## src/rtl/ex_mem_stage_reg_if.sv

```systemverilog
`default_nettype none
// +----------------------------------------------------------------------+
// | Module   : ex_mem_stage_reg_if                                       |
// | Brief    : EX->MEM stage bus: hazard controls, E-side inputs, M-side |
// |            registered outputs and bubble counter.                    |
// | Revision : 1.0                                                       |
// +----------------------------------------------------------------------+
interface ex_mem_stage_reg_if #(
   parameter int DATA_W = 32,
   parameter int REG_W  = 5,
   parameter int CNT_W  = 16
);
   logic              stall;
   logic              flush;
   logic [DATA_W-1:0] alu_result_e;
   logic              zero_e;
   logic [DATA_W-1:0] write_data_e;
   logic [REG_W-1:0]  write_reg_e;
   logic [DATA_W-1:0] branch_target_e;
   logic              reg_write_e;
   logic              mem_read_e;
   logic              mem_write_e;
   logic              mem_to_reg_e;
   logic [2:0]        branch_type_e;

   logic [DATA_W-1:0] alu_result_m;
   logic [DATA_W-1:0] write_data_m;
   logic [REG_W-1:0]  write_reg_m;
   logic              reg_write_m;
   logic              mem_read_m;
   logic              mem_write_m;
   logic              mem_to_reg_m;
   logic              branch_taken_m;
   logic [DATA_W-1:0] branch_target_m;
   logic              valid_m;
   logic [CNT_W-1:0]  bubble_count;

   modport master (
      output stall, flush, alu_result_e, zero_e, write_data_e, write_reg_e,
             branch_target_e, reg_write_e, mem_read_e, mem_write_e,
             mem_to_reg_e, branch_type_e,
      input  alu_result_m, write_data_m, write_reg_m, reg_write_m, mem_read_m,
             mem_write_m, mem_to_reg_m, branch_taken_m, branch_target_m,
             valid_m, bubble_count
   );

   modport slave (
      input  stall, flush, alu_result_e, zero_e, write_data_e, write_reg_e,
             branch_target_e, reg_write_e, mem_read_e, mem_write_e,
             mem_to_reg_e, branch_type_e,
      output alu_result_m, write_data_m, write_reg_m, reg_write_m, mem_read_m,
             mem_write_m, mem_to_reg_m, branch_taken_m, branch_target_m,
             valid_m, bubble_count
   );
endinterface
`default_nettype wire

```

## src/rtl/ex_mem_stage_reg.sv

```systemverilog
`default_nettype none
// +----------------------------------------------------------------------+
// | Module   : ex_mem_stage_reg                                          |
// | Brief    : EX->MEM pipeline register with branch resolution,         |
// |            stall/flush and a saturating bubble counter.              |
// | Revision : 1.0                                                       |
// +----------------------------------------------------------------------+
module ex_mem_stage_reg #(
   parameter int DATA_W = 32,
   parameter int REG_W  = 5,
   parameter int CNT_W  = 16
) (
   input wire logic           clk,
   input wire logic           rst,
   ex_mem_stage_reg_if.slave  bus
);
   localparam logic [2:0] c_BR_BEQ  = 3'd1;
   localparam logic [2:0] c_BR_BNE  = 3'd2;
   localparam logic [2:0] c_BR_BGTZ = 3'd3;
   localparam logic [2:0] c_BR_BLEZ = 3'd4;
   localparam logic [2:0] c_BR_BLTZ = 3'd5;
   localparam logic [2:0] c_BR_BGEZ = 3'd6;

   logic [DATA_W-1:0] r_alu_result;
   logic [DATA_W-1:0] r_write_data;
   logic [REG_W-1:0]  r_write_reg;
   logic              r_reg_write;
   logic              r_mem_read;
   logic              r_mem_write;
   logic              r_mem_to_reg;
   logic              r_branch_taken;
   logic [DATA_W-1:0] r_branch_target;
   logic              r_valid;
   logic [CNT_W-1:0]  r_bubble_count;

   logic              w_sign;
   logic              w_taken;

   assign w_sign = bus.alu_result_e[DATA_W-1];

   // Signed compares against zero rely on upstream feeding A-0 into the ALU.
   always_comb begin
      w_taken = 1'b0;
      case (bus.branch_type_e)
         c_BR_BEQ:  w_taken = bus.zero_e;
         c_BR_BNE:  w_taken = !bus.zero_e;
         c_BR_BGTZ: w_taken = !w_sign && !bus.zero_e;
         c_BR_BLEZ: w_taken = w_sign || bus.zero_e;
         c_BR_BLTZ: w_taken = w_sign;
         c_BR_BGEZ: w_taken = !w_sign;
         default:   w_taken = 1'b0;
      endcase
   end

   always_ff @(posedge clk or posedge rst) begin
      if (rst) begin
         r_alu_result    <= '0;
         r_write_data    <= '0;
         r_write_reg     <= '0;
         r_reg_write     <= 1'b0;
         r_mem_read      <= 1'b0;
         r_mem_write     <= 1'b0;
         r_mem_to_reg    <= 1'b0;
         r_branch_taken  <= 1'b0;
         r_branch_target <= '0;
         r_valid         <= 1'b0;
         r_bubble_count  <= '0;
      end else if (bus.flush) begin
         r_alu_result    <= '0;
         r_write_data    <= '0;
         r_write_reg     <= '0;
         r_reg_write     <= 1'b0;
         r_mem_read      <= 1'b0;
         r_mem_write     <= 1'b0;
         r_mem_to_reg    <= 1'b0;
         r_branch_taken  <= 1'b0;
         r_branch_target <= '0;
         r_valid         <= 1'b0;
         if (r_bubble_count != {CNT_W{1'b1}})
            r_bubble_count <= r_bubble_count + 1'b1;
      end else if (!bus.stall) begin
         r_alu_result    <= bus.alu_result_e;
         r_write_data    <= bus.write_data_e;
         r_write_reg     <= bus.write_reg_e;
         r_reg_write     <= bus.reg_write_e;
         r_mem_read      <= bus.mem_read_e;
         r_mem_write     <= bus.mem_write_e;
         r_mem_to_reg    <= bus.mem_to_reg_e;
         r_branch_taken  <= w_taken;
         r_branch_target <= bus.branch_target_e;
         r_valid         <= 1'b1;
      end
   end

   assign bus.alu_result_m    = r_alu_result;
   assign bus.write_data_m    = r_write_data;
   assign bus.write_reg_m     = r_write_reg;
   assign bus.reg_write_m     = r_reg_write;
   assign bus.mem_read_m      = r_mem_read;
   assign bus.mem_write_m     = r_mem_write;
   assign bus.mem_to_reg_m    = r_mem_to_reg;
   assign bus.branch_taken_m  = r_branch_taken;
   assign bus.branch_target_m = r_branch_target;
   assign bus.valid_m         = r_valid;
   assign bus.bubble_count    = r_bubble_count;
endmodule
`default_nettype wire

```

## src/flat_wrapper.sv

```systemverilog
// flat-port wrapper written by rule: the top's interface ports become plain ports
module ex_mem_stage_reg_flat 
#(
   parameter int DATA_W = 32,
   parameter int REG_W  = 5,
   parameter int CNT_W  = 16
)
  (clk, rst, bus_stall, bus_flush, bus_alu_result_e, bus_zero_e, bus_write_data_e, bus_write_reg_e, bus_branch_target_e, bus_reg_write_e, bus_mem_read_e, bus_mem_write_e, bus_mem_to_reg_e, bus_branch_type_e, bus_alu_result_m, bus_write_data_m, bus_write_reg_m, bus_reg_write_m, bus_mem_read_m, bus_mem_write_m, bus_mem_to_reg_m, bus_branch_taken_m, bus_branch_target_m, bus_valid_m, bus_bubble_count);
  ex_mem_stage_reg_if #(.DATA_W(DATA_W), .REG_W(REG_W), .CNT_W(CNT_W)) bus_i ();
  input wire logic clk;
  input wire logic rst;
  input wire logic [$bits(bus_i.stall)-1:0] bus_stall;
  input wire logic [$bits(bus_i.flush)-1:0] bus_flush;
  input wire logic [$bits(bus_i.alu_result_e)-1:0] bus_alu_result_e;
  input wire logic [$bits(bus_i.zero_e)-1:0] bus_zero_e;
  input wire logic [$bits(bus_i.write_data_e)-1:0] bus_write_data_e;
  input wire logic [$bits(bus_i.write_reg_e)-1:0] bus_write_reg_e;
  input wire logic [$bits(bus_i.branch_target_e)-1:0] bus_branch_target_e;
  input wire logic [$bits(bus_i.reg_write_e)-1:0] bus_reg_write_e;
  input wire logic [$bits(bus_i.mem_read_e)-1:0] bus_mem_read_e;
  input wire logic [$bits(bus_i.mem_write_e)-1:0] bus_mem_write_e;
  input wire logic [$bits(bus_i.mem_to_reg_e)-1:0] bus_mem_to_reg_e;
  input wire logic [$bits(bus_i.branch_type_e)-1:0] bus_branch_type_e;
  output wire logic [$bits(bus_i.alu_result_m)-1:0] bus_alu_result_m;
  output wire logic [$bits(bus_i.write_data_m)-1:0] bus_write_data_m;
  output wire logic [$bits(bus_i.write_reg_m)-1:0] bus_write_reg_m;
  output wire logic [$bits(bus_i.reg_write_m)-1:0] bus_reg_write_m;
  output wire logic [$bits(bus_i.mem_read_m)-1:0] bus_mem_read_m;
  output wire logic [$bits(bus_i.mem_write_m)-1:0] bus_mem_write_m;
  output wire logic [$bits(bus_i.mem_to_reg_m)-1:0] bus_mem_to_reg_m;
  output wire logic [$bits(bus_i.branch_taken_m)-1:0] bus_branch_taken_m;
  output wire logic [$bits(bus_i.branch_target_m)-1:0] bus_branch_target_m;
  output wire logic [$bits(bus_i.valid_m)-1:0] bus_valid_m;
  output wire logic [$bits(bus_i.bubble_count)-1:0] bus_bubble_count;
  assign bus_i.stall = bus_stall;
  assign bus_i.flush = bus_flush;
  assign bus_i.alu_result_e = bus_alu_result_e;
  assign bus_i.zero_e = bus_zero_e;
  assign bus_i.write_data_e = bus_write_data_e;
  assign bus_i.write_reg_e = bus_write_reg_e;
  assign bus_i.branch_target_e = bus_branch_target_e;
  assign bus_i.reg_write_e = bus_reg_write_e;
  assign bus_i.mem_read_e = bus_mem_read_e;
  assign bus_i.mem_write_e = bus_mem_write_e;
  assign bus_i.mem_to_reg_e = bus_mem_to_reg_e;
  assign bus_i.branch_type_e = bus_branch_type_e;
  assign bus_alu_result_m = bus_i.alu_result_m;
  assign bus_write_data_m = bus_i.write_data_m;
  assign bus_write_reg_m = bus_i.write_reg_m;
  assign bus_reg_write_m = bus_i.reg_write_m;
  assign bus_mem_read_m = bus_i.mem_read_m;
  assign bus_mem_write_m = bus_i.mem_write_m;
  assign bus_mem_to_reg_m = bus_i.mem_to_reg_m;
  assign bus_branch_taken_m = bus_i.branch_taken_m;
  assign bus_branch_target_m = bus_i.branch_target_m;
  assign bus_valid_m = bus_i.valid_m;
  assign bus_bubble_count = bus_i.bubble_count;
  ex_mem_stage_reg #(.DATA_W(DATA_W), .REG_W(REG_W), .CNT_W(CNT_W)) u_core (.clk(clk), .rst(rst), .bus(bus_i));
endmodule
```

## config.mk

```make
export PLATFORM = sky130hd
export DESIGN_NAME = ex_mem_stage_reg_flat
export DESIGN_NICKNAME = d
export VERILOG_FILES = /design/src/rtl/ex_mem_stage_reg_if.sv /design/src/rtl/ex_mem_stage_reg.sv /design/src/flat_wrapper.sv
export SDC_FILE = /design/constraint.sdc
export NUM_CORES = 1
export LEC_CHECK = 0
export ABC_AREA = 1
export CORE_ASPECT_RATIO = 0.8
export CORE_MARGIN = 1.5
export CORE_UTILIZATION = 60
export DETAILED_ROUTE_END_ITERATION = 10
export DONT_BUFFER_PORTS = 1
export HOLD_SLACK_MARGIN = 0.08
export PLACE_DENSITY = 0.75
export SETUP_SLACK_MARGIN = 0.2
export SLEW_MARGIN = 20
export SYNTH_ARGS = -nofsm -noshare
export SYNTH_HDL_FRONTEND = slang
export SYNTH_SLANG_ARGS = --single-unit
```

## constraint.sdc

```tcl
create_clock -name clk -period 6.2 [get_ports clk]
set_clock_uncertainty 0.05 [all_clocks]
set_input_delay 0.93 -clock clk [delete_from_list [all_inputs] [get_ports clk]]
set_output_delay 0.93 -clock clk [all_outputs]
set_load 0.02 [all_outputs]
```

Word-level counts from Yosys, hierarchy flattened:

Cells that the tools add are included.

* add/sub/neg operators: 1
* multiply operators: 0
* divide/modulo/power cells: 0
* order comparisons: 0
* equal/unequal tests: 8
* shifts and indexed selects: 0
* muxes and demuxes: 21
* bitwise gates (word level): 0
* reductions and logical operators: 5

Operator list (number)
* 32-bit two-way mux: 6
* 16-bit by 1-bit adder with 16-bit output (second input constant): 1
* 16-bit inequality test (second input constant): 1
* 1-bit two-way mux: 12
* 5-bit two-way mux: 2
* 3-bit equality test (second input constant): 3
* 3-bit by 2-bit equality test with 1-bit output (second input constant): 2
* 1-bit one-hot mux with 6 select lines: 1
* 3-bit by 1-bit equality test with 1-bit output (second input constant): 1
* 1-bit logical NOT: 2
* 2-bit by 1-bit inequality test with 1-bit output (second input constant): 1
* 2-bit AND reduction: 1
* 1-bit logical AND: 1
* 1-bit logical OR: 1

* register bits after elaboration: 123
* latch bits: 0
* memory bits (writable): 0
* memory bits (read-only): 0
* bits of input ports: 113
* output and inout bits: 123
* word-level logic and storage cells: 46
* memories kept: 0

Longest topological paths before layout:

Gate-level depths: netlist of the first run.

* depth in word-level cells: 5
* depth in mapped cells: 10
* mapped depth without buffers: 9

Worst setup path after synthesis of the first run:

OpenSTA, ideal clock, no wires.

* kind: in2reg
* start: in bus_stall
* end: reg u_core.r_write_data[11], in the netlist u_core.bus.write_data_m[11]
* setup time: 0.066 ns
* arrival: 1.716 ns
* required time: 6.084 ns
* slack: 4.367 ns
* stages: 5
* buffers on the path: 3
* cell sequence: buf_2 > buf_2 > clkbuf_1 > nand3_1 > nand2_1

* cells in the longest elaborated chain, start to end: 1

Ends and longest elaborated chain
* start: declaration: line flat_wrapper.sv:12 `input wire logic [$bits(bus_i.stall)-1:0] bus_stall;`
* 2-bit by 1-bit inequality test with 1-bit output (no line)
* end signal: assignment: line ex_mem_stage_reg.sv:83 `r_write_data <= bus.write_data_e;`
* end: declaration: line ex_mem_stage_reg.sv:25 `logic [DATA_W-1:0] r_write_data;`

Every way passes these cells.
A chain may end at the register's enable or synchronous reset.

Worst setup path in the final report of the first run:

* start: in bus_flush
* end: reg u_core.r_branch_taken, in the netlist u_core.bus.branch_taken_m

* cells in the longest elaborated chain, start to end: 1
* elaborated cells between the ends (all ways): 2
* those cells by class: eq/ne (1); mux (1)

Ends and longest elaborated chain
* start: declaration: line flat_wrapper.sv:13 `input wire logic [$bits(bus_i.flush)-1:0] bus_flush;`
* 2-bit by 1-bit inequality test with 1-bit output (no line) or 1-bit two-way mux (tied branches)
* end signal: assignment: line ex_mem_stage_reg.sv:89 `r_branch_taken <= w_taken;`
* end: declaration: line ex_mem_stage_reg.sv:31 `logic r_branch_taken;`

Several ways; a longest one is shown, not always the timed one.

==> impl_results.md, run 1 <==
* Status: complete, no violations
* Vias per cell at 5.98
* Share of cells above drive strength 1 at 7.63%
* Post-synthesis register bit count at 123
* Slew HR at 31.4%
* Core ar. at 0.00863 mm^2
* Antenna viol nets, final at 0
* Slew Limit Fails at 0
* Arr. time, crit path at 2.91 ns
* Max cap viols at 0
* N_diodes at 0
* CTS Sinks at 123
* DPL Wire Length at 8.35 mm
* Final-report hold violation count at 0
* Yosys warning count at 0
* Vias in the first global route at 4217
* Gate Count Post-Synth at 630
* Fillers at 666
* Clock Latency Late Sink at 0.40 ns
* Leak at 3.05 nW
* DRC violations left at 0
* Worst vdd ir at 0.241 mV
* PostCTS Resize Cnt at 0
* Placement Cell Area at 0.00536 mm^2
* Starting density of the core at 62.8%
* Gr ovfl total at 0
* Die X-Extent at 109 um
* Bufs on Longest Clock Path at 2
* Crit share post-route at 43.3%
* Setup CP Type: primary input to flop
* Share of the yosys chip area belonging to registers at 56.8%
* Initial drt markers at 370
* Crit-path max FO at 141
* Final wirelength at 13.3 mm
* Hold Crit Class: primary input to asynchronous set/reset pin
* Actual slew at the worst max-slew pin at 1.03 ns
* Clk root buf: clkbuf_16
* Setup TNS at 0 ns
* First drt pass iteration count at 4
* P per Cell Area at 367 mW/mm^2
* GP Congestion at 0.811
* IO Count at 236
* Die ar. at 0.00962 mm^2
* CTS Buf Count at 17
* Port Buffers at 0
* Worst-path clk slew at 0.06 ns
* Average wire per standard cell at 18.3 um
* Synthesized area at 0.00542 mm^2
* CTS Hold Bufs at 0
* Layout Area Growth over Synthesis at 10.5%
* All-Layer GR Usage at 28.2%
* Total power at 2.20 mW
* Die Y at 88.0 um
* Design area at 0.00599 mm^2
* Crit end category: flop
* Tmin final at 2.68 ns
* RSZ-0062 raised after global routing: no
* Mean post-synth cell area at 8.61 um^2
* Worst setup SP type: primary input
* Setup violations, final at 0
* Row cnt at 30
* Via count at 4357
* Count of different cell masters after synthesis at 23
* Initial antenna violation count at 0
* First-pass GRT wire length at 20.8 mm
* Post-CTS setup buffers at 0
* H-tree depth at 4
* Critical Path RT at 6.43 ns
* Syn Nets at 744
* CTS tree: built
* Fmax at 0.373 GHz
* Largest net degree at the start of global routing at 142
* Final nets at 717
[kinds of logic after synthesis]
family                     share of synthesized area [%]
xor gates and xnor gates                            1.13
AOI/OAI and AO/OA                                   1.18
and+or+nand+nor                                     35.3
buffers and inverters                               5.35
DFF                                                 56.8
adders and majority gates                          0.231
[placed cells by master, fill, tap and decap left out, types with 6 or more instances in the layout]
| master | count |
|---|---|
| nand3_1 | 218 |
| nand2_1 | 177 |
| dfrtp_1 | 123 |
| clkbuf_16 | 17 |
| nor2_1 | 13 |
| inv_1 | 11 |
| o21ai_0 | 9 |
| xnor2_1 | 7 |
| nand4_1 | 6 |
[flip-flops by register name, summed over array words and instances (netlist names)]
register	flops
u_core.bus.mem_write_m	1
u_core.bus.write_data_m	32
u_core.bus.branch_target_m	32
u_core.bus.valid_m	1
u_core.bus.bubble_count	16
u_core.bus.branch_taken_m	1
u_core.bus.mem_to_reg_m	1
u_core.bus.mem_read_m	1
u_core.bus.alu_result_m	32
u_core.bus.write_reg_m	5
u_core.bus.reg_write_m	1
[worst paths after layout]
path	from	end	slack [ns]	cells past startpoint
hold / removal	rst	u_core.bus.alu_result_m[29]$_DFFE_PP0P_	0.40	1
setup reg to reg	u_core.bus.bubble_count[0]$_DFFE_PP0P_	u_core.bus.bubble_count[15]$_DFFE_PP0P_	4.27	8
min in group clk	bus_flush	u_core.bus.valid_m$_DFFE_PP0P_	0.54	1
hold reg to reg	u_core.bus.branch_target_m[20]$_DFFE_PP0P_	u_core.bus.branch_target_m[20]$_DFFE_PP0P_	0.60	2
setup / recovery	bus_flush	u_core.bus.branch_taken_m$_DFFE_PP0P_	3.52	6
max in group asynchronous	rst	u_core.bus.branch_target_m[9]$_DFFE_PP0P_	4.34	2
[layer usage]
layer	GRT usage (%)	routed length [um]	vias to the layer above
li1	-	-	2045
met1	33.9	4980	2063
met2	45.3	6650	213
met3	9.97	1270	36
met4	14.4	399	0
met5	0	0	-
[metrics by stage]
step                      std cells  setup slack, ns  hold slack (ns)  utilization (%)
final                           728             3.52            0.403             69.4
after global routing            728             3.27            0.438             69.4
after CTS                       728             3.54            0.417             69.4
after detailed placement        696             3.13            0.584             62.1
after global placement          696             3.23            0.577             62.1
after floorplan                 630             1.95            0.545                -
[where the power goes]
group	internal (mW)	total (mW)	switching (mW)
Sequential	0.867	1.01	0.147
Combinational	0.0485	0.138	0.0898
Clock	0.686	1.05	0.362
Total	1.60	2.20	0.599
[worst max-delay path, cell delays in order]
cell and delay [ns]:
inv_6 0.58, nand2_4 0.83, nand2_1 0.28, a21oi_1 0.06, nand3_1 0.08, nand2_1 0.05
[area by class of cell]
| cell class | instances | area [um^2] | area share (%) |
|---|---|---|---|
| clock buffer | 19 | 443 | 7.39 |
| sequential | 123 | 3080 | 51.3 |
| inverter | 16 | 67.6 | 1.13 |
| tap | 112 | 140 | 2.34 |
| multi-input combinational | 443 | 2060 | 34.4 |
| timing repair buffer | 2 | 15.0 | 0.250 |
| clock inverter | 13 | 191 | 3.19 |
[cells in the mapped netlist]
| cell type | instances | area share [%] |
|---|---|---|
| xnor2_1 | 7 | 1.1 |
| buf_4 | 1 | 0.14 |
| nor2_4 | 2 | 0.42 |
| o21ai_0 | 9 | 0.83 |
| ha_1 | 1 | 0.23 |
| nand2_1 | 177 | 12 |
| buf_2 | 24 | 2.2 |
| buf_1 | 6 | 0.42 |
| and2_1 | 1 | 0.12 |
| nand2_2 | 3 | 0.35 |
| nand3_2 | 1 | 0.18 |
| nor2_1 | 13 | 0.90 |
| nand3_1 | 218 | 20 |
| a21oi_2 | 1 | 0.16 |
| a21oi_1 | 2 | 0.18 |
| nand2_4 | 1 | 0.21 |
| nor2_2 | 1 | 0.12 |
| inv_1 | 12 | 0.83 |
| nand4_1 | 6 | 0.69 |
| dfrtp_1 | 123 | 57 |
| buf_12 | 1 | 0.37 |
| clkbuf_1 | 16 | 1.1 |
| inv_2 | 4 | 0.28 |
Power figures use the tool's default switching activity.
==> run 2: changes to the inputs <==
==> constraint.sdc (replaced) <==
create_clock -name clk -period 2.7 [get_ports clk]
set_clock_uncertainty 0.05 [all_clocks]
set_input_delay 0.405 -clock clk [delete_from_list [all_inputs] [get_ports clk]]
set_output_delay 0.405 -clock clk [all_outputs]
set_load 0.02 [all_outputs]
==> run 2 against run 1 <==
Net effect: register-to-register slack worse by 3.5 ns; combinational power up 140%; worst hold slack worse by 0.31 ns.
==> impl_results.md, run 2 (synthesis results as in run 1) <==
* Final wirelength at 13.5 mm
* Core ar. at 0.00863 mm^2
* Final-report hold violation count at 0
* Commonest non-fill, non-tap cell in the layout: nand3_1
* Most frequent cells in the layout: nand3_1, nand2_1, dfrtp_1
* P_int at 3.50 mW
* Logic pwr share at 6.9%
* Critical Path RT at 2.97 ns
* Share of cells above drive strength 1 at 8.00%
* CTS Sinks at 123
* Worst vdd ir at 0.520 mV
* Fillers at 679
* Bufs on Longest Clock Path at 2
* Die Y at 88.0 um
* Setup TNS at 0 ns
* P per Cell Area at 806 mW/mm^2
* Antenna viol nets, final at 0
* Crit-path max FO at 12
* Critical Path Source: u_core.bus.bubble_count[0]$_DFFE_PP0P_
* Actual slew at the worst max-slew pin at 1.07 ns
* Hold path start: bus_alu_result_e[25]
* Tmin final at 1.89 ns
* Clk pwr share at 45.3%
* Initial drt markers at 384
* Arr. time, crit path at 2.16 ns
* Port Buffers at 0
* Die ar. at 0.00962 mm^2
* Starting density of the core at 62.8%
* DRC violations left at 0
* Fmax at 0.530 GHz
* Max cap viols at 0
* DPL Wire Length at 8.75 mm
* Vias per cell at 5.99
* Status: complete, no violations
* CTS Buf Count at 17
* Core Util, Final at 70.1%
* Via count at 4416
* Die X-Extent at 109 um
* Sw Share at 28.3%
* Crit end category: flop
* CTS tree: built
* Largest net degree at the start of global routing at 123
* PostCTS Resize Cnt at 0
* Slew Limit Fails at 0
* Final nets at 726
* N_diodes at 0
* Leak at 3.07 nW
* Register share of total power at 47.8%
* Crit share post-route at 69.9%
* Row cnt at 30
* RSZ-0062 raised after global routing: no
* All-Layer GR Usage at 26.7%
* Slew HR at 29.0%
* Switching power at 1.38 mW
* First-pass GRT wire length at 19.8 mm
* IO Count at 236
* Worst setup SP type: flop
* Gr ovfl total at 0
* Setup CP Type: flop to flop
* Initial antenna violation count at 0
* Layout Area Growth over Synthesis at 11.7%
* Clk root buf: clkbuf_16
* First drt pass iteration count at 5
* H-tree depth at 4
* Post-CTS setup buffers at 0
* CTS Hold Bufs at 4
* Average wire per standard cell at 18.3 um
* Hold Crit Class: primary input to flop
* Vias in the first global route at 4053
* Clock Latency Late Sink at 0.39 ns
* Setup violations, final at 0
* Worst r2r src: u_core.bus.bubble_count[0]$_DFFE_PP0P_
* Worst-path clk slew at 0.06 ns
* GP Congestion at 0.890
==> run 2: cell types whose count changed in the layout (fill, tap and decap cells not counted) <==
| cell | before | now |
|---|---|---|
| dlygate4sd3_1 | 0 | 6 |
| clkinvlp_4 | 3 | 6 |
| buf_12 | 0 | 2 |
| bufinv_16 | 4 | 2 |
| clkinv_4 | 4 | 2 |
| buf_4 | 2 | 3 |
| clkinv_2 | 1 | 2 |
| inv_4 | 1 | 0 |
| inv_6 | 2 | 3 |
==> run 2: routing by layer <==
layer | track usage [%] | part of all wire [%]
met1 | 31.5 | 39
met2 | 44.9 | 49
met3 | 10.7 | 11
met4 | 8.97 | 1.0
met5 | 0 | 0
==> run 2: cell type report <==
cell class	instances	area (um^2)	share of cell area, %
Sequential cell	123	3080	50.8
Multi-Input combinational cell	443	2060	34.0
Clock buffer	19	443	7.32
Clock inverter	13	143	2.36
Tap cell	112	140	2.31
Timing Repair Buffer	11	123	2.03
Inverter	16	68.8	1.14
==> run 2: worst max-delay path, stage by stage, from the launching register on <==
cell     delay [ns]
dfrtp_1        0.50
ha_1           0.29
nand3_2        0.11
inv_2          0.06
nand2_2        0.09
inv_2          0.06
a21oi_2        0.46
nand2_1        0.12
nand2_1        0.09
==> run 2: final timing paths <==
path | cells after the start | slack (ns) | to
min in group asynchronous | 2 | 0.42 | u_core.bus.bubble_count[13]$_DFFE_PP0P_
max in group asynchronous | 3 | 1.29 | u_core.bus.branch_target_m[30]$_DFFE_PP0P_
min | 2 | 0.1 | u_core.bus.alu_result_m[25]$_DFFE_PP0P_
min reg2reg | 2 | 0.60 | u_core.bus.branch_target_m[27]$_DFFE_PP0P_
max | 8 | 0.81 | u_core.bus.bubble_count[8]$_DFFE_PP0P_
max reg2reg | 8 | 0.81 | u_core.bus.bubble_count[8]$_DFFE_PP0P_
==> run 2: power by group through the flow <==
| stage | sequential (mW) | combinational, mW | clock (mW) |
|---|---|---|---|
| 2_1_floorplan | 2.31 | 0.301 | 0 |
| 3_3_place_gp | 2.36 | 0.311 | 0 |
| 3_5_place_dp | 2.36 | 0.333 | 0 |
| 4_1_cts | 2.33 | 0.339 | 2.24 |
| 5_1_grt | 2.35 | 0.385 | 2.34 |
| 6_report | 2.33 | 0.337 | 2.21 |
==> run 2: through the flow <==
stage               hold slack [ns]  worst slack, ns  instances  area, um^2  total power [mW]
floorplan                     0.418            0.734        630        5430              2.61
global placement              0.218            0.898        699        5410              2.67
detailed placement            0.229            0.838        699        5410              2.69
CTS                          0.0802            0.828        735        6030              4.92
global route                 0.0835            0.703        737        6050              5.08
finish                       0.0974            0.811        737        6050              4.88
==> run 3: changes to the inputs <==
==> constraint.sdc (replaced) <==
create_clock -name clk -period 2 [get_ports clk]
set_clock_uncertainty 0.05 [all_clocks]
set_input_delay 0.3 -clock clk [delete_from_list [all_inputs] [get_ports clk]]
set_output_delay 0.3 -clock clk [all_outputs]
set_load 0.02 [all_outputs]
==> run 3 against run 2 <==
Net effect: the flow now stops in 4_1_cts; synthesized area unchanged; synthesized cell count unchanged.
==> impl_results.md, run 3 <==
* Log Error: [ERROR RSZ-0060] Max buffer count reached.
* Post-synthesis register bit count at 123
* CTS Buf Count at 17
* Row cnt at 30
* DPL Wire Length at 8.93 mm
* GP Congestion at 0.866
* PostCTS Resize Cnt at 0
* H-tree depth at 4
* Port Buffers at 0
* Failing step: 4_1_cts
* Count of different cell masters after synthesis at 23
* Synth async-reset ratio at 100%
* Gate Count Post-Synth at 630
* Status: did not finish
* Most frequent cell after synthesis: nand3_1
* Post-CTS setup buffers at 0
* Synth top area share at 56.8%
* Die Y at 88.0 um
* Syn Nets at 744
* Synth cell count leaders: nand3_1, nand2_1, dfrtp_1, buf_2, clkbuf_1
* Synthesized area at 0.00542 mm^2
* IO Count at 236
* CTS Hold Bufs at 149
* Top FF cell, synth: dfrtp_1
* CTS Sinks at 123
* Clk root buf: clkbuf_16
* Mean post-synth cell area at 8.61 um^2
* Post-synth EDFFs at 0
* Bufs on Longest Clock Path at 2
* Share of the yosys chip area belonging to registers at 56.8%
* Starting density of the core at 62.8%
* Yosys warning count at 0
* Area leader, netlist: dfrtp_1
* Die X-Extent at 109 um
* Largest cells by area after synthesis: dfrtp_1, nand3_1, nand2_1
run 3: cell families after synthesis:
kind of cell,share of synthesized area [%]
adder cells (fa/ha/maj),0.231
buffers and inverters,5.35
XOR/XNOR,1.13
AO/OA/AOI/OAI,1.18
flip-flops,56.8
AND/OR/NAND/NOR,35.3
run 3: metrics by stage:
stage	setup slack [ns]	util (%)	hold WS (ns)	cells	cell area [um^2]
floorplan	0.139	-	0.313	630	5430
global placement	0.394	63.1	0.292	704	5450
detailed placement	0.331	63.1	0.293	704	5450
==> run 4: changes to the inputs <==
--- a/config.mk
+++ b/config.mk
@@ -6,14 +6,11 @@
 export NUM_CORES = 1
 export LEC_CHECK = 0
 export ABC_AREA = 1
-export CORE_ASPECT_RATIO = 0.8
 export CORE_MARGIN = 1.5
-export CORE_UTILIZATION = 60
+export CORE_UTILIZATION = 40
 export DETAILED_ROUTE_END_ITERATION = 10
 export DONT_BUFFER_PORTS = 1
-export HOLD_SLACK_MARGIN = 0.08
-export PLACE_DENSITY = 0.75
-export SETUP_SLACK_MARGIN = 0.2
+export PLACE_DENSITY_LB_ADDON = 0.15
 export SLEW_MARGIN = 20
 export SYNTH_ARGS = -nofsm -noshare
 export SYNTH_HDL_FRONTEND = slang
==> run 4 against run 3 <==
Net effect: the flow again stops in 4_1_cts; synthesized area unchanged; synthesized cell count is the same.
==> impl_results.md, run 4 <==
* Die Y at 119 um
* GP Congestion at 0.819
* Largest cells by area after synthesis: dfrtp_1, nand3_1, nand2_1
* Post-CTS setup buffers at 0
* Synth cell count leaders: nand3_1, nand2_1, dfrtp_1, buf_2, clkbuf_1
* IO Count at 236
* Mean post-synth cell area at 8.61 um^2
* Synthesized area at 0.00542 mm^2
* H-tree depth at 4
* CTS Hold Bufs at 161
* CTS Sinks at 123
* Die X-Extent at 119 um
* CTS Buf Count at 17
* Top FF cell, synth: dfrtp_1
* Bufs on Longest Clock Path at 2
* Yosys warning count at 0
* Synth top area share at 56.8%
* Area leader, netlist: dfrtp_1
* Row cnt at 42
* Port Buffers at 0
* Clk root buf: clkbuf_16
* Starting density of the core at 40.9%
* Log Error: [ERROR RSZ-0060] Max buffer count reached.
* Status: did not finish
* Synth async-reset ratio at 100%
* Post-synth EDFFs at 0
* Count of different cell masters after synthesis at 23
* Most frequent cell after synthesis: nand3_1
* PostCTS Resize Cnt at 0
* Failing step: 4_1_cts
* Share of the yosys chip area belonging to registers at 56.8%
* Post-synthesis register bit count at 123
* Gate Count Post-Synth at 630
* DPL Wire Length at 8.74 mm
* Syn Nets at 744
[run 4: kinds of logic after synthesis]
kind of cell	share of synthesized area, %
AO/OA/AOI/OAI	1.18
XOR/XNOR	1.13
adder cells (fa/ha/maj)	0.231
buffers and inverters	5.35
flip-flops	56.8
AND/OR/NAND/NOR	35.3
[run 4: per-stage QoR]
step                      area [um^2]  cells  setup WS [ns]  hold WS, ns
after floorplan                  5430    630          0.139        0.313
after global placement           5550    768          0.352        0.317
after detailed placement         5550    768          0.301        0.325
==> patch: new RTL, flow settings as in run 2 <==
`CNT_W` is set to 16 in 3 places; all go to 20.
--- a/src/rtl/ex_mem_stage_reg_if.sv
+++ b/src/rtl/ex_mem_stage_reg_if.sv
@@ -9,5 +9,5 @@
    parameter int DATA_W = 32,
    parameter int REG_W  = 5,
-   parameter int CNT_W  = 16
+   parameter int CNT_W  = 20
 );
    logic              stall;
--- a/src/rtl/ex_mem_stage_reg.sv
+++ b/src/rtl/ex_mem_stage_reg.sv
@@ -9,5 +9,5 @@
    parameter int DATA_W = 32,
    parameter int REG_W  = 5,
-   parameter int CNT_W  = 16
+   parameter int CNT_W  = 20
 ) (
    input wire logic           clk,
--- a/src/flat_wrapper.sv
+++ b/src/flat_wrapper.sv
@@ -4,5 +4,5 @@
    parameter int DATA_W = 32,
    parameter int REG_W  = 5,
-   parameter int CNT_W  = 16
+   parameter int CNT_W  = 20
 )
   (clk, rst, bus_stall, bus_flush, bus_alu_result_e, bus_zero_e, bus_write_data_e, bus_write_reg_e, bus_branch_target_e, bus_reg_write_e, bus_mem_read_e, bus_mem_write_e, bus_mem_to_reg_e, bus_branch_type_e, bus_alu_result_m, bus_write_data_m, bus_write_reg_m, bus_reg_write_m, bus_mem_read_m, bus_mem_write_m, bus_mem_to_reg_m, bus_branch_taken_m, bus_branch_target_m, bus_valid_m, bus_bubble_count);
Ports: changed (resized bus_bubble_count); port bits go from 236 to 240. The function was not compared with the original's and may differ.
==> patch against run 2 <==
Combinational power is 21% higher. Area after synthesis is 3.7% higher. Final area is 6.1% higher. Count of clock-buffer cells in the layout is 5 higher. Non-clock buffer count is 18 higher. Wire length is 2.6% higher. Worst setup slack worse by 0.34 ns. Power is 3.0% higher. Critical endpoint is now u_core.bus.bubble_count[11]. Sequential cell count is 4 higher.
==> patch: results <==
group,metric,value,unit
placement,place_ws,0.491,ns
synth,synth_ff_type,"dfrtp_1",
cells_and_area,final_net_count,774,
global_route,track_usage,27.0,%
critical_path,arrival,2.50,ns
synth,async_flop_share,100,%
synth,yosysSeqAreaShare,56.5,%
synth,syn_nets,775,
synth,ys_top_cells_by_count,"216 x nand3_1, 192 x nand2_1, 127 x dfrtp_1, 34 x clkbuf_1, 20 x nor2_1",
synth,synth_area_per_cell,8.51,sq um
power,power.leakage,0.00326,uW
drt,ant_nets,0,
synth,yosysWarnings,0,
placement,place.gp.congestion,0.874,
cells_and_area,diodes,0,
critical_path,crit_fanout,11,
global_route,antenna_found_initial,0,
drt,first_pass_iters,4,
clock_tree,clk_path_buf_depth,2,
cells_and_area,final_cells,788,
timing,fin_setup_tns,0,ns
drt,drt_iter0_drc,432,
synth,netlist-cell-type-count,22,
outcome,status,"finished clean",
clock_tree,root_buffer,"clkbuf_16",
drt,via_per_inst,5.88,
clock_tree,cts_resized,0,
power,peakVddDrop,0.486,mV
clock_tree,cts_max_level,4,
global_route,grt_pass1_wl,21000,microns
global_route,grt_max_degree,109,
drt,wl_per_cell,17.5,microns
timing,maxSlewHeadroom,39.7,%
cells_and_area,drive_above_1_share,6.98,%
placement,dp.cells,734,
clock_tree,numCtsBuffers,17,
placement,hpwl,8940,microns
global_route,grt_pass1_vias,4231,
synth,synth_area_leaders,"dfrtp_1 57%, nand3_1 19%, nand2_1 13%",
hold_path,min_path_type,"input pin to flop",
clock_tree,clock_latency,0.40,ns
[patch: cell types whose count changed after synthesis, moves of 4 or more]
cell,change
buf_2,-15
xor2_1,+8
nand2_1,+15
nand4_1,-4
nor2_1,+7
o21ai_1,+4
dfrtp_1,+4
clkbuf_1,+18
[patch: final timing paths]
path                                             start  depth (start not counted)  slack (ns)                          end
min reg2reg                u_core.bus.alu_result_m[17]                          2        0.60  u_core.bus.alu_result_m[17]
max reg2reg                 u_core.bus.bubble_count[0]                          9        0.48  u_core.bus.bubble_count[11]
min                               bus_write_data_e[12]                          2        0.09  u_core.bus.write_data_m[12]
min in group asynchronous                          rst                          3        0.70  u_core.bus.bubble_count[19]
max in group asynchronous                          rst                          3        1.22  u_core.bus.write_data_m[19]
max                         u_core.bus.bubble_count[0]                          9        0.48  u_core.bus.bubble_count[11]
[patch: cell families (layout without fill, tap and decap cells)]
logic type      Yosys count  after routing  synth area share (%)
compound gates           16             16                  1.42
xor+xnor                 13             13                  2.02
fa+ha+maj                 1              1                 0.222
buf+inv                  64             76                  4.76
flops                   127            127                  56.5
simple gates            440            440                  35.0
[patch: power breakdown]
part	internal, uW	switching [uW]
sequential	2070	372
combinational	153	256
clock	1390	797
total	3610	1420
[patch: critical path, cell delays in order, from the launching register on]
cell     delay, ns
dfrtp_1       0.50
ha_1          0.30
nand2_2       0.10
nor2_4        0.06
nand2_2       0.12
nor2_4        0.06
a21oi_1       0.52
buf_4         0.31
nand2_1       0.06
o21ai_1       0.07
[patch: cell type report]
class,count,area (sq um)
Fill cell,706,2650
Clock buffer,24,502
Inverter,15,65.1
Sequential cell,127,3180
Timing Repair Buffer,29,273
Tap cell,115,144
Clock inverter,8,78.8
Multi-Input combinational cell,470,2180
[patch: through the flow]
stage	hold WS, ns	instance area [sq um]
floorplan	0.418	5630
CTS	0.0805	6420
global route	0.0837	6420
finish	0.0940	6420
global placement	0.421	5620
detailed placement	0.423	5620
[patch: metal layers]
metal | wire (microns) | global-route usage (%) | vias to the layer above
li1 | - | - | 2193
met1 | 5390 | 33.2 | 2212
met2 | 6970 | 43.4 | 206
met3 | 1170 | 9.80 | 24
met4 | 284 | 12.8 | 0
met5 | 0 | 0 | -
[patch: timing repair]
item | CTS | global route
hold endpoints to repair | 74 | 0
hold buffers | 22 | 0
setup buffers | 0 | 0
